## src/rtl/result_requantizer.sv

```systemverilog
// result_requantizer
//   Converts signed accumulator words into signed DATA_WIDTH results:
//   per-column bias add, round-half-up arithmetic right shift, saturation
//   and optional ReLU. Results pass through a show-ahead output FIFO.
//   The pipeline never stalls. in_ready is withheld early enough that the
//   FIFO can always absorb every word already inside the pipeline.
//
// Ports
//   clk, rst                    clock, asynchronous active-high reset
//   cfg_shift/cfg_relu/cfg_cols shift amount, ReLU enable, columns per row
//   sat_clr                     synchronous clear of sat_count
//   bias_wr_*                   bias table write port
//   in_*                        accumulator stream (valid/ready)
//   out_*                       quantized stream (valid/ready, show-ahead)
//   busy, done                  matrix-in-flight flag, one-cycle completion pulse
//   sat_count                   saturating count of clamped words
module result_requantizer #(
    parameter int ACC_WIDTH  = 32,
    parameter int DATA_WIDTH = 16,
    parameter int ADDR_WIDTH = 10,
    parameter int BIAS_DEPTH = 64,
    parameter int FIFO_DEPTH = 8
) (
    input  logic                          clk,
    input  logic                          rst,
    input  logic [4:0]                    cfg_shift,
    input  logic                          cfg_relu,
    input  logic [15:0]                   cfg_cols,
    input  logic                          sat_clr,
    input  logic                          bias_wr_en,
    input  logic [$clog2(BIAS_DEPTH)-1:0] bias_wr_addr,
    input  logic signed [DATA_WIDTH-1:0]  bias_wr_data,
    input  logic                          in_valid,
    output logic                          in_ready,
    input  logic [ADDR_WIDTH-1:0]         in_addr,
    input  logic signed [ACC_WIDTH-1:0]   in_data,
    input  logic                          in_last,
    output logic                          out_valid,
    input  logic                          out_ready,
    output logic [ADDR_WIDTH-1:0]         out_addr,
    output logic signed [DATA_WIDTH-1:0]  out_data,
    output logic                          out_last,
    output logic                          busy,
    output logic                          done,
    output logic [15:0]                   sat_count
);
    localparam int BIW = $clog2(BIAS_DEPTH);
    localparam int SW  = ACC_WIDTH + 1;
    localparam int PW  = $clog2(FIFO_DEPTH);
    localparam int CW  = PW + 1;
    localparam int TW  = PW + 3;
    localparam logic [SW-1:0] ONE_SW = {{(SW-1){1'b0}}, 1'b1};
    localparam logic signed [SW-1:0] SAT_MAX = $signed({{(SW-DATA_WIDTH+1){1'b0}}, {(DATA_WIDTH-1){1'b1}}});
    localparam logic signed [SW-1:0] SAT_MIN = $signed({{(SW-DATA_WIDTH+1){1'b1}}, {(DATA_WIDTH-1){1'b0}}});

    logic signed [DATA_WIDTH-1:0] r_bias [BIAS_DEPTH];
    logic [BIW-1:0]               r_col;
    // Stage registers
    logic                  r_s1_v, r_s1_relu, r_s1_last;
    logic signed [SW-1:0]  r_s1_sum;
    logic [4:0]            r_s1_shift;
    logic [ADDR_WIDTH-1:0] r_s1_addr;
    logic                  r_s2_v, r_s2_relu, r_s2_last;
    logic signed [SW-1:0]  r_s2_val;
    logic [ADDR_WIDTH-1:0] r_s2_addr;
    logic                  r_s3_v, r_s3_last;
    logic [DATA_WIDTH-1:0] r_s3_data;
    logic [ADDR_WIDTH-1:0] r_s3_addr;
    // FIFO storage and pointers
    logic [DATA_WIDTH-1:0] r_mem_data [FIFO_DEPTH];
    logic [ADDR_WIDTH-1:0] r_mem_addr [FIFO_DEPTH];
    logic                  r_mem_last [FIFO_DEPTH];
    logic [PW-1:0]         r_wr_ptr, r_rd_ptr;
    logic [CW-1:0]         r_count;
    // Registered outputs
    logic                  r_in_ready, r_out_valid, r_out_last, r_busy, r_done;
    logic [DATA_WIDTH-1:0] r_out_data;
    logic [ADDR_WIDTH-1:0] r_out_addr;
    logic [15:0]           r_sat_count;

    logic                  w_in_xfer, w_out_xfer, w_push, w_pop;
    logic signed [SW-1:0]  w_sum, w_rnd_sum, w_rnd;
    logic [SW-1:0]         w_rnd_inc;
    logic signed [DATA_WIDTH-1:0] w_bias;
    logic                  w_hi, w_lo, w_sat;
    logic [DATA_WIDTH-1:0] w_clamp, w_q;
    logic [CW-1:0]         w_count_n, w_after_pop;
    logic [PW-1:0]         w_rd_ptr_n;
    logic [TW-1:0]         w_total_n;
    logic [DATA_WIDTH-1:0] w_head_data;
    logic [ADDR_WIDTH-1:0] w_head_addr;
    logic                  w_head_last;

    assign w_in_xfer  = in_valid && r_in_ready;
    assign w_out_xfer = r_out_valid && out_ready;
    assign w_push     = r_s3_v;
    assign w_pop      = w_out_xfer;
    assign w_bias     = r_bias[r_col];
    assign w_sum      = $signed({in_data[ACC_WIDTH-1], in_data}) +
                        $signed({{(SW-DATA_WIDTH){w_bias[DATA_WIDTH-1]}}, w_bias});

    // Stage 2: round-half-up arithmetic right shift at SW bits
    always_comb begin
        w_rnd_inc = '0;
        w_rnd_sum = r_s1_sum;
        if (r_s1_shift != 5'd0) begin
            w_rnd_inc = ONE_SW << (r_s1_shift - 5'd1);
            w_rnd_sum = r_s1_sum + $signed(w_rnd_inc);
            w_rnd     = w_rnd_sum >>> r_s1_shift;
        end else begin
            w_rnd     = r_s1_sum;
        end
    end

    // Stage 3: saturate to DATA_WIDTH, then optional ReLU
    always_comb begin
        w_hi = (r_s2_val > SAT_MAX);
        w_lo = (r_s2_val < SAT_MIN);
        w_sat = w_hi || w_lo;
        if (w_hi) begin
            w_clamp = SAT_MAX[DATA_WIDTH-1:0];
        end else if (w_lo) begin
            w_clamp = SAT_MIN[DATA_WIDTH-1:0];
        end else begin
            w_clamp = r_s2_val[DATA_WIDTH-1:0];
        end
        if (r_s2_relu && w_clamp[DATA_WIDTH-1]) begin
            w_q = '0;
        end else begin
            w_q = w_clamp;
        end
    end

    // FIFO bookkeeping, next head word and admission control
    always_comb begin
        w_count_n   = r_count + CW'(w_push) - CW'(w_pop);
        w_after_pop = r_count - CW'(w_pop);
        if (w_pop) begin
            w_rd_ptr_n = r_rd_ptr + PW'(1);
        end else begin
            w_rd_ptr_n = r_rd_ptr;
        end
        // When the FIFO would be empty after the pop, the head is the word being pushed now
        if (w_after_pop == '0) begin
            w_head_data = r_s3_data;
            w_head_addr = r_s3_addr;
            w_head_last = r_s3_last;
        end else begin
            w_head_data = r_mem_data[w_rd_ptr_n];
            w_head_addr = r_mem_addr[w_rd_ptr_n];
            w_head_last = r_mem_last[w_rd_ptr_n];
        end
        // Next-cycle occupancy: FIFO plus the three stages as they will be after this edge
        w_total_n = TW'(w_count_n) + TW'(w_in_xfer) + TW'(r_s1_v) + TW'(r_s2_v);
    end

    // Bias table
    always_ff @(posedge clk or posedge rst) begin
        if (rst) begin
            for (int i = 0; i < BIAS_DEPTH; i++) r_bias[i] <= '0;
        end else if (bias_wr_en) begin
            r_bias[bias_wr_addr] <= bias_wr_data;
        end
    end

    // FIFO storage (no reset needed: pointers define validity)
    always_ff @(posedge clk) begin
        if (w_push) begin
            r_mem_data[r_wr_ptr] <= r_s3_data;
            r_mem_addr[r_wr_ptr] <= r_s3_addr;
            r_mem_last[r_wr_ptr] <= r_s3_last;
        end
    end

    // Pipeline, column counter, FIFO pointers, status and output registers
    always_ff @(posedge clk or posedge rst) begin
        if (rst) begin
            r_col <= '0;
            r_s1_v <= 1'b0; r_s1_relu <= 1'b0; r_s1_last <= 1'b0;
            r_s1_sum <= '0; r_s1_shift <= 5'd0; r_s1_addr <= '0;
            r_s2_v <= 1'b0; r_s2_relu <= 1'b0; r_s2_last <= 1'b0;
            r_s2_val <= '0; r_s2_addr <= '0;
            r_s3_v <= 1'b0; r_s3_last <= 1'b0; r_s3_data <= '0; r_s3_addr <= '0;
            r_wr_ptr <= '0; r_rd_ptr <= '0; r_count <= '0;
            r_in_ready <= 1'b0; r_out_valid <= 1'b0; r_out_last <= 1'b0;
            r_out_data <= '0; r_out_addr <= '0;
            r_busy <= 1'b0; r_done <= 1'b0; r_sat_count <= 16'd0;
        end else begin
            if (w_in_xfer) begin
                if (in_last || (16'(r_col) == cfg_cols - 16'd1)) begin
                    r_col <= '0;
                end else begin
                    r_col <= r_col + BIW'(1);
                end
            end
            r_s1_v     <= w_in_xfer;
            r_s1_sum   <= w_sum;
            r_s1_shift <= cfg_shift;
            r_s1_relu  <= cfg_relu;
            r_s1_addr  <= in_addr;
            r_s1_last  <= in_last;
            r_s2_v     <= r_s1_v;
            r_s2_val   <= w_rnd;
            r_s2_relu  <= r_s1_relu;
            r_s2_addr  <= r_s1_addr;
            r_s2_last  <= r_s1_last;
            r_s3_v     <= r_s2_v;
            r_s3_data  <= w_q;
            r_s3_addr  <= r_s2_addr;
            r_s3_last  <= r_s2_last;
            if (w_push) r_wr_ptr <= r_wr_ptr + PW'(1);
            r_rd_ptr    <= w_rd_ptr_n;
            r_count     <= w_count_n;
            r_out_valid <= (w_count_n != '0);
            r_out_data  <= w_head_data;
            r_out_addr  <= w_head_addr;
            r_out_last  <= w_head_last;
            r_in_ready  <= (w_total_n < TW'(FIFO_DEPTH));
            if (sat_clr) begin
                r_sat_count <= 16'd0;
            end else if (r_s2_v && w_sat && (r_sat_count != 16'hFFFF)) begin
                r_sat_count <= r_sat_count + 16'd1;
            end
            if (w_in_xfer) begin
                r_busy <= 1'b1;
            end else if (w_out_xfer && r_out_last) begin
                r_busy <= 1'b0;
            end
            r_done <= w_out_xfer && r_out_last;
        end
    end

    assign in_ready  = r_in_ready;
    assign out_valid = r_out_valid;
    assign out_data  = r_out_data;
    assign out_addr  = r_out_addr;
    assign out_last  = r_out_last;
    assign busy      = r_busy;
    assign done      = r_done;
    assign sat_count = r_sat_count;
endmodule
```

## config.mk

```make
export PLATFORM = sky130hd
export DESIGN_NAME = result_requantizer
export DESIGN_NICKNAME = d
export VERILOG_FILES = /design/src/rtl/result_requantizer.sv
export SDC_FILE = /design/constraint.sdc
export NUM_CORES = 2
export LEC_CHECK = 0
export CAP_MARGIN = 40
export CORE_MARGIN = 3
export CORE_UTILIZATION = 44
export CTS_BUF_LIST = sky130_fd_sc_hd__clkbuf_8 sky130_fd_sc_hd__clkbuf_16
export DETAILED_ROUTE_END_ITERATION = 12
export SYNTH_ARGS = -nofsm -noshare
export SYNTH_HDL_FRONTEND = slang
export SYNTH_SLANG_ARGS = --single-unit
export TNS_END_PERCENT = 20
```

## constraint.sdc

```tcl
create_clock -name clk -period 53.1 [get_ports clk]
set_input_delay 5.31 -clock clk [delete_from_list [all_inputs] [get_ports clk]]
set_output_delay 5.31 -clock clk [all_outputs]
set_load 0.1 [all_outputs]
```

# ---- Word-level counts from Yosys, hierarchy flattened
# Memories as Yosys holds them, arrays and structs flattened.
# Index checks and enable logic that the tools add are counted.
dict set report word_totals {
  reg_bits 1212
  ram_bits 216
  out_inout_bits 47
  word_cells 155
  n_memories 3
}
# name words width rd rd_clocked_by_memory_dff wr line_no
set memory_table {}
lappend memory_table {r_mem_data 8 16 1 0 1 70} ;# logic [DATA_WIDTH-1:0] r_mem_data [FIFO_DEPTH];
lappend memory_table {r_mem_addr 8 10 1 0 1 71} ;# logic [ADDR_WIDTH-1:0] r_mem_addr [FIFO_DEPTH];
lappend memory_table {r_mem_last 8 1 1 0 1 72} ;# logic r_mem_last [FIFO_DEPTH];
dict set report classes {
  add_sub_neg 14
  n_lt_le_gt_ge 6
  n_eq_ne 2
  shifts 2
  n_mux 21
  n_bitwise 2
  reduce_logical 14
}
# op count
set ops {}
lappend ops {{bitwise mux 1024 bit} 1}
lappend ops {{2-to-1 mux 16 bit} 9}
lappend ops {{binary-select mux 16 bit (select 6 bit)} 1}
lappend ops {{demux 16 bit (select 6 bit)} 1}
lappend ops {{adder 32 x 16 -> 33 bit} 1}
lappend ops {{adder 33 bit} 1}
lappend ops {{greater-than comparator 33 x 16 -> 1 bit, second input constant} 1}
lappend ops {{< comparator 33 x 16 -> 1 bit, second input constant} 1}
lappend ops {{2-to-1 mux 33 bit} 1}
lappend ops {{left shift 1 x 5 -> 33 bit, first input constant} 1}
lappend ops {{>>> shifter 33 x 5 -> 33 bit} 1}
lappend ops {{adder 16 x 1 -> 16 bit, second input constant} 1}
lappend ops {{equality test 6 x 16 -> 1 bit} 1}
lappend ops {{!= test 16 bit, second input constant} 1}
lappend ops {{subtractor 16 x 1 -> 16 bit, second input constant} 1}
lappend ops {{greater-or-equal comparator 7 bit, second input constant} 2}
lappend ops {{inverter 6 -> 7 bit} 2}
lappend ops {{2-to-1 mux 10 bit} 1}
lappend ops {{subtractor 4 x 1 -> 4 bit} 2}
lappend ops {{logical AND 1 bit} 7}
lappend ops {{< comparator 7 x 1 -> 1 bit, second input constant} 1}
lappend ops {{adder 3 x 1 -> 3 bit, second input constant} 2}
lappend ops {{adder 5 x 1 -> 6 bit} 1}
lappend ops {{adder 6 x 1 -> 6 bit} 1}
lappend ops {{other kinds (13)} 19}

# ---- Longest topological paths before layout
dict set report depth {
  depth_word 6
  mapped_depth 20
}

# ---- Worst setup path after synthesis
# Ideal clock, no wire load.
dict set report synth_path {
  path_type {in2reg}
  start {input in_data[0]}
  end {register r_s1_sum[32]}
  setup_ns 0.122
  arrival_ns 7.789
  setup_slack_ns 45.189
  cell_stages 13
  path_buffers 0
  cell_sequence {ha_1 > inv_1 > fa_1 > nor2b_1 > o31a_1 > o32ai_1 > o21ai_0 > a211oi_1 > o21ai_0 > a31oi_1 > o21ai_0 > nand4_1 > a32o_1}
}
dict set report synth_via {
  elab_chain_len 1
}
# item line_no
set synth_rtl {}
lappend synth_rtl {{start, declared} 36} ;# input logic signed [ACC_WIDTH-1:0] in_data,
lappend synth_rtl {{adder 32 x 16 -> 33 bit} 99} ;# assign w_sum = $signed({in_data[ACC_WIDTH-1], in_data}) +
lappend synth_rtl {{named net w_sum[32]} 82} ;# logic signed [SW-1:0] w_sum, w_rnd_sum, w_rnd;
lappend synth_rtl {{end signal, assigned} 197} ;# r_s1_sum <= w_sum;
lappend synth_rtl {{end, declared} 60} ;# logic signed [SW-1:0] r_s1_sum;
# The timed path passes the listed nets, and every way through them passes these cells.
# A chain may end at the register's enable or synchronous reset.

# ---- Worst setup path after layout
# Same ends and word-level chain as after synthesis.

==> impl_metrics.json <==
{
  "outcome": "completed",
  "critPathLaunch": "in_data[0]",
  "h-tree-depth": 4,
  "worstSkewPairLatency_ps": 770,
  "setup_tns_ps": 0,
  "dp_hpwl_um": 113000,
  "die_x_um": 396.5,
  "p_leak_nw": 33.78,
  "ctsRootBufferMaster": "clkbuf_16",
  "cp_data_arrival_time_ps": 8790,
  "vias": 39922,
  "synth_area_um2": 67100,
  "crit_chain": "clkdlybuf4s50_1 > ha_1 > inv_1 > fa_1 > nor2b_1 > o31a_1 > o32ai_1 > o21ai_0 > a211oi_1 > o21ai_0 > a31oi_1 > o21ai_0 > nand4_1 > a32o_1",
  "path_class": "primary input to flip-flop",
  "slowest_delay_ps": 550,
  "min_period_ps": 8148,
  "p_total_mw": 3.734,
  "powerDensity_nw_per_um2": 48.16,
  "hold_start": "r_s1_addr[0]",
  "gr-total-overflow": 0,
  "grt_pass1_vias": 41154,
  "worstPathMaxFanout": 5,
  "rsz0062_at_grt": "false",
  "async_flop_share_pct": 84.87,
  "ys_types": 87,
  "hold_violations": 0,
  "r2r_end": "r_s1_sum[31]",
  "route.detailed.drc": 0,
  "core.rowCount": 142,
  "finalCritPeriodShare_pct": 15.35,
  "via_per_inst": 5.837,
  "crit_family": "compound AO/OA/AOI/OAI gates",
  "tritoncts": "done",
  "initial_utilization_pct": 44.54,
  "ir_drop_uv": 38.78,
  "wl_per_cell_um": 25.59,
  "numPortBuffers": 139,
  "grt_max_degree": 172,
  "dr.pass1.iters": 6,
  "clock-sinks": 1428,
  "core_um2": 150700,
  "clock_skew_ps": 18.86,
  "yosysWarnings": 0,
  "netlist_instances": 4559,
  "cts_hold_buffers": 0,
  "clk_path_buf_depth": 3,
  "critPathMostFrequentCell": "o21ai_0",
  "ys_seq_area_share_pct": 54.86,
  "synth_edf_count": 216,
  "path_clk_slew_ps": 60,
  "instances_no_fill": 6840,
  "drive_above_1_share_pct": 40.42,
  "hp-class": "flip-flop to flip-flop",
  "min_path_cells": 0,
  "syn_nets": 4732,
  "postLayoutCellArea_um2": 77540,
  "ant_nets": 0,
  "syn_to_final_growth_pct": 15.55,
  "cts_buffers": 154,
  "required_ps": 53740,
  "slew_headroom_pct": 34.18,
  "tightest_slew_ps": 987.4,
  "fillers": 12684,
  "cpMaxStageDelayCell": "o21ai_0",
  "grt_usage_pct": 22.42,
  "utilization_pct": 51.46,
  "antenna_found_initial": 9,
  "io-pin-count": 140,
  "critPathBufInv": 2,
  "yosys_most_used_dff": "dfrtp_1",
  "r2r-start": "r_col[0]",
  "place_area_um2": 72360,
  "drv_cap": 0,
  "drtIter0Drc": 3014,
  "ys_ff_latch": 1428,
  "dieArea_um2": 157200,
  "reg2reg_depth": 16,
  "dpl.cell_count": 6555,
  "min_to": "r_s2_addr[0]",
  "wirelength_um": 175100,
  "grt_pass1_wl_um": 267700,
  "setup-violations-final": 0,
  "place_congestion": 0.8949,
  "cts_repair_resize_count": 0,
  "avgSynthCellArea_um2": 14.72,
  "die_h_um": 396.5,
  "fmax_mhz": 122.7,
  "maxSlewViolCount": 0,
  "start_kind": "primary input",
  "regToRegSetupSlack_ps": 45820,
  "final_nets": 4868,
  "worstSetupEndpointType": "flip-flop",
  "cp_num_cells": 14,
  "post_cts_buffers": 0
}
cell families (layout without fill, tap and decap cells):
kind of cell | Yosys count | after routing | share of synthesized area [%]
muxes | 1547 | 1547 | 32.04
other | 0 | 5 | 0
adders and majority gates | 80 | 80 | 1.536
buffers and inverters | 395 | 655 | 2.234
and+or+nand+nor | 607 | 607 | 4.068
AOI/OAI and AO/OA | 420 | 420 | 4.184
DFF | 1428 | 1428 | 54.86
xor gates and xnor gates | 82 | 82 | 1.070
layer usage:
layer / vias to the layer above / GRT usage, % / wire [um]
met5: - / 0 / 0
met2: 946 / 36.82 / 85970
met1: 21366 / 31.33 / 77610
li1: 17397 / - / -
met4: 0 / 5.335 / 3274
met3: 213 / 3.729 / 8220
layout make-up:
type / count / area, um^2 / share of cell area (%)
antenna: 5 / 12.51 / 0.01614
clock buffer: 189 / 4369 / 5.635
clock inverter: 91 / 792.0 / 1.021
inverter: 45 / 176.4 / 0.2275
multi-input combinational: 2736 / 29000 / 37.40
sequential: 1428 / 36830 / 47.50
tap: 2016 / 2522 / 3.253
timing repair buffer: 330 / 3835 / 4.946
worst max-delay path by stage:
stage | slack (ps) | endpoint
2_1_floorplan | 13640 | busy
3_3_place_gp | 44100 | r_bias[525]
3_5_place_dp | 44210 | r_s1_sum[32]
4_1_cts | 45010 | r_s1_sum[32]
5_1_grt | 44680 | r_bias[923]
6_report | 44950 | r_s1_sum[32]
where the power goes:
group / switching [mW] / leakage [nW] / internal (mW)
logic: 0.657 / 13.3 / 0.575
clock network: 0.445 / 2.67 / 0.629
registers: 0.130 / 17.8 / 1.30
stage by stage:
stage | hold slack [ps] | worst slack [ps]
finish | 348.6 | 44950
global route | 354.9 | 44680
CTS | 348.5 | 45010
detailed placement | 336.3 | 44210
global placement | 333.6 | 44100
floorplan | 331.2 | 13640
flip-flops by register name (all words and copies together) (netlist names), 16 cells and up:
signal and count:
r_s3_data 16, r_bias 1024, r_mem_addr 80, sat_count 16
r_mem_data 128, r_s2_val 33, out_data 16, r_s1_sum 33
Yosys cell counts, types with 45 or more instances:
library cell / number / area, um^2
mux2_2: 1035 / 11650
nand2_1: 191 / 716.9
buf_1: 55 / 206.5
nor3_1: 49 / 245.2
a21oi_1: 90 / 450.4
mux2i_1: 133 / 1331
xnor2_1: 45 / 394.1
o21ai_0: 106 / 530.5
mux4_2: 377 / 8491
ha_1: 76 / 950.9
nor2_1: 208 / 780.8
clkbuf_1: 287 / 1077
edfxtp_1: 216 / 6486
dfrtp_1: 1212 / 30330
cells in the final DEF (no fill, tap or decap), types with 90 or more instances in the layout:
cell | Yosys | layout
clkdlybuf4s50_1 | 0 | 123
clkbuf_16 | 0 | 157
mux2_2 | 1035 | 1035
dfrtp_1 | 1212 | 1208
mux2i_1 | 133 | 132
nand2_1 | 191 | 191
o21ai_0 | 106 | 106
edfxtp_1 | 216 | 216
nor2_1 | 208 | 171
mux4_2 | 377 | 377
buf_4 | 0 | 93
a21oi_1 | 90 | 90
worst reg2reg max path: cells and delay by family (launching register included):
| kind | cells | cell delay (ps) |
|---|---|---|
| and+or+nand+nor | 4 | 810 |
| adders and majority gates | 1 | 360 |
| AOI/OAI and AO/OA | 6 | 1630 |
| buffers and inverters | 2 | 1650 |
| muxes | 3 | 1840 |
| DFF | 1 | 870 |
(Power assumes the default switching activity.)
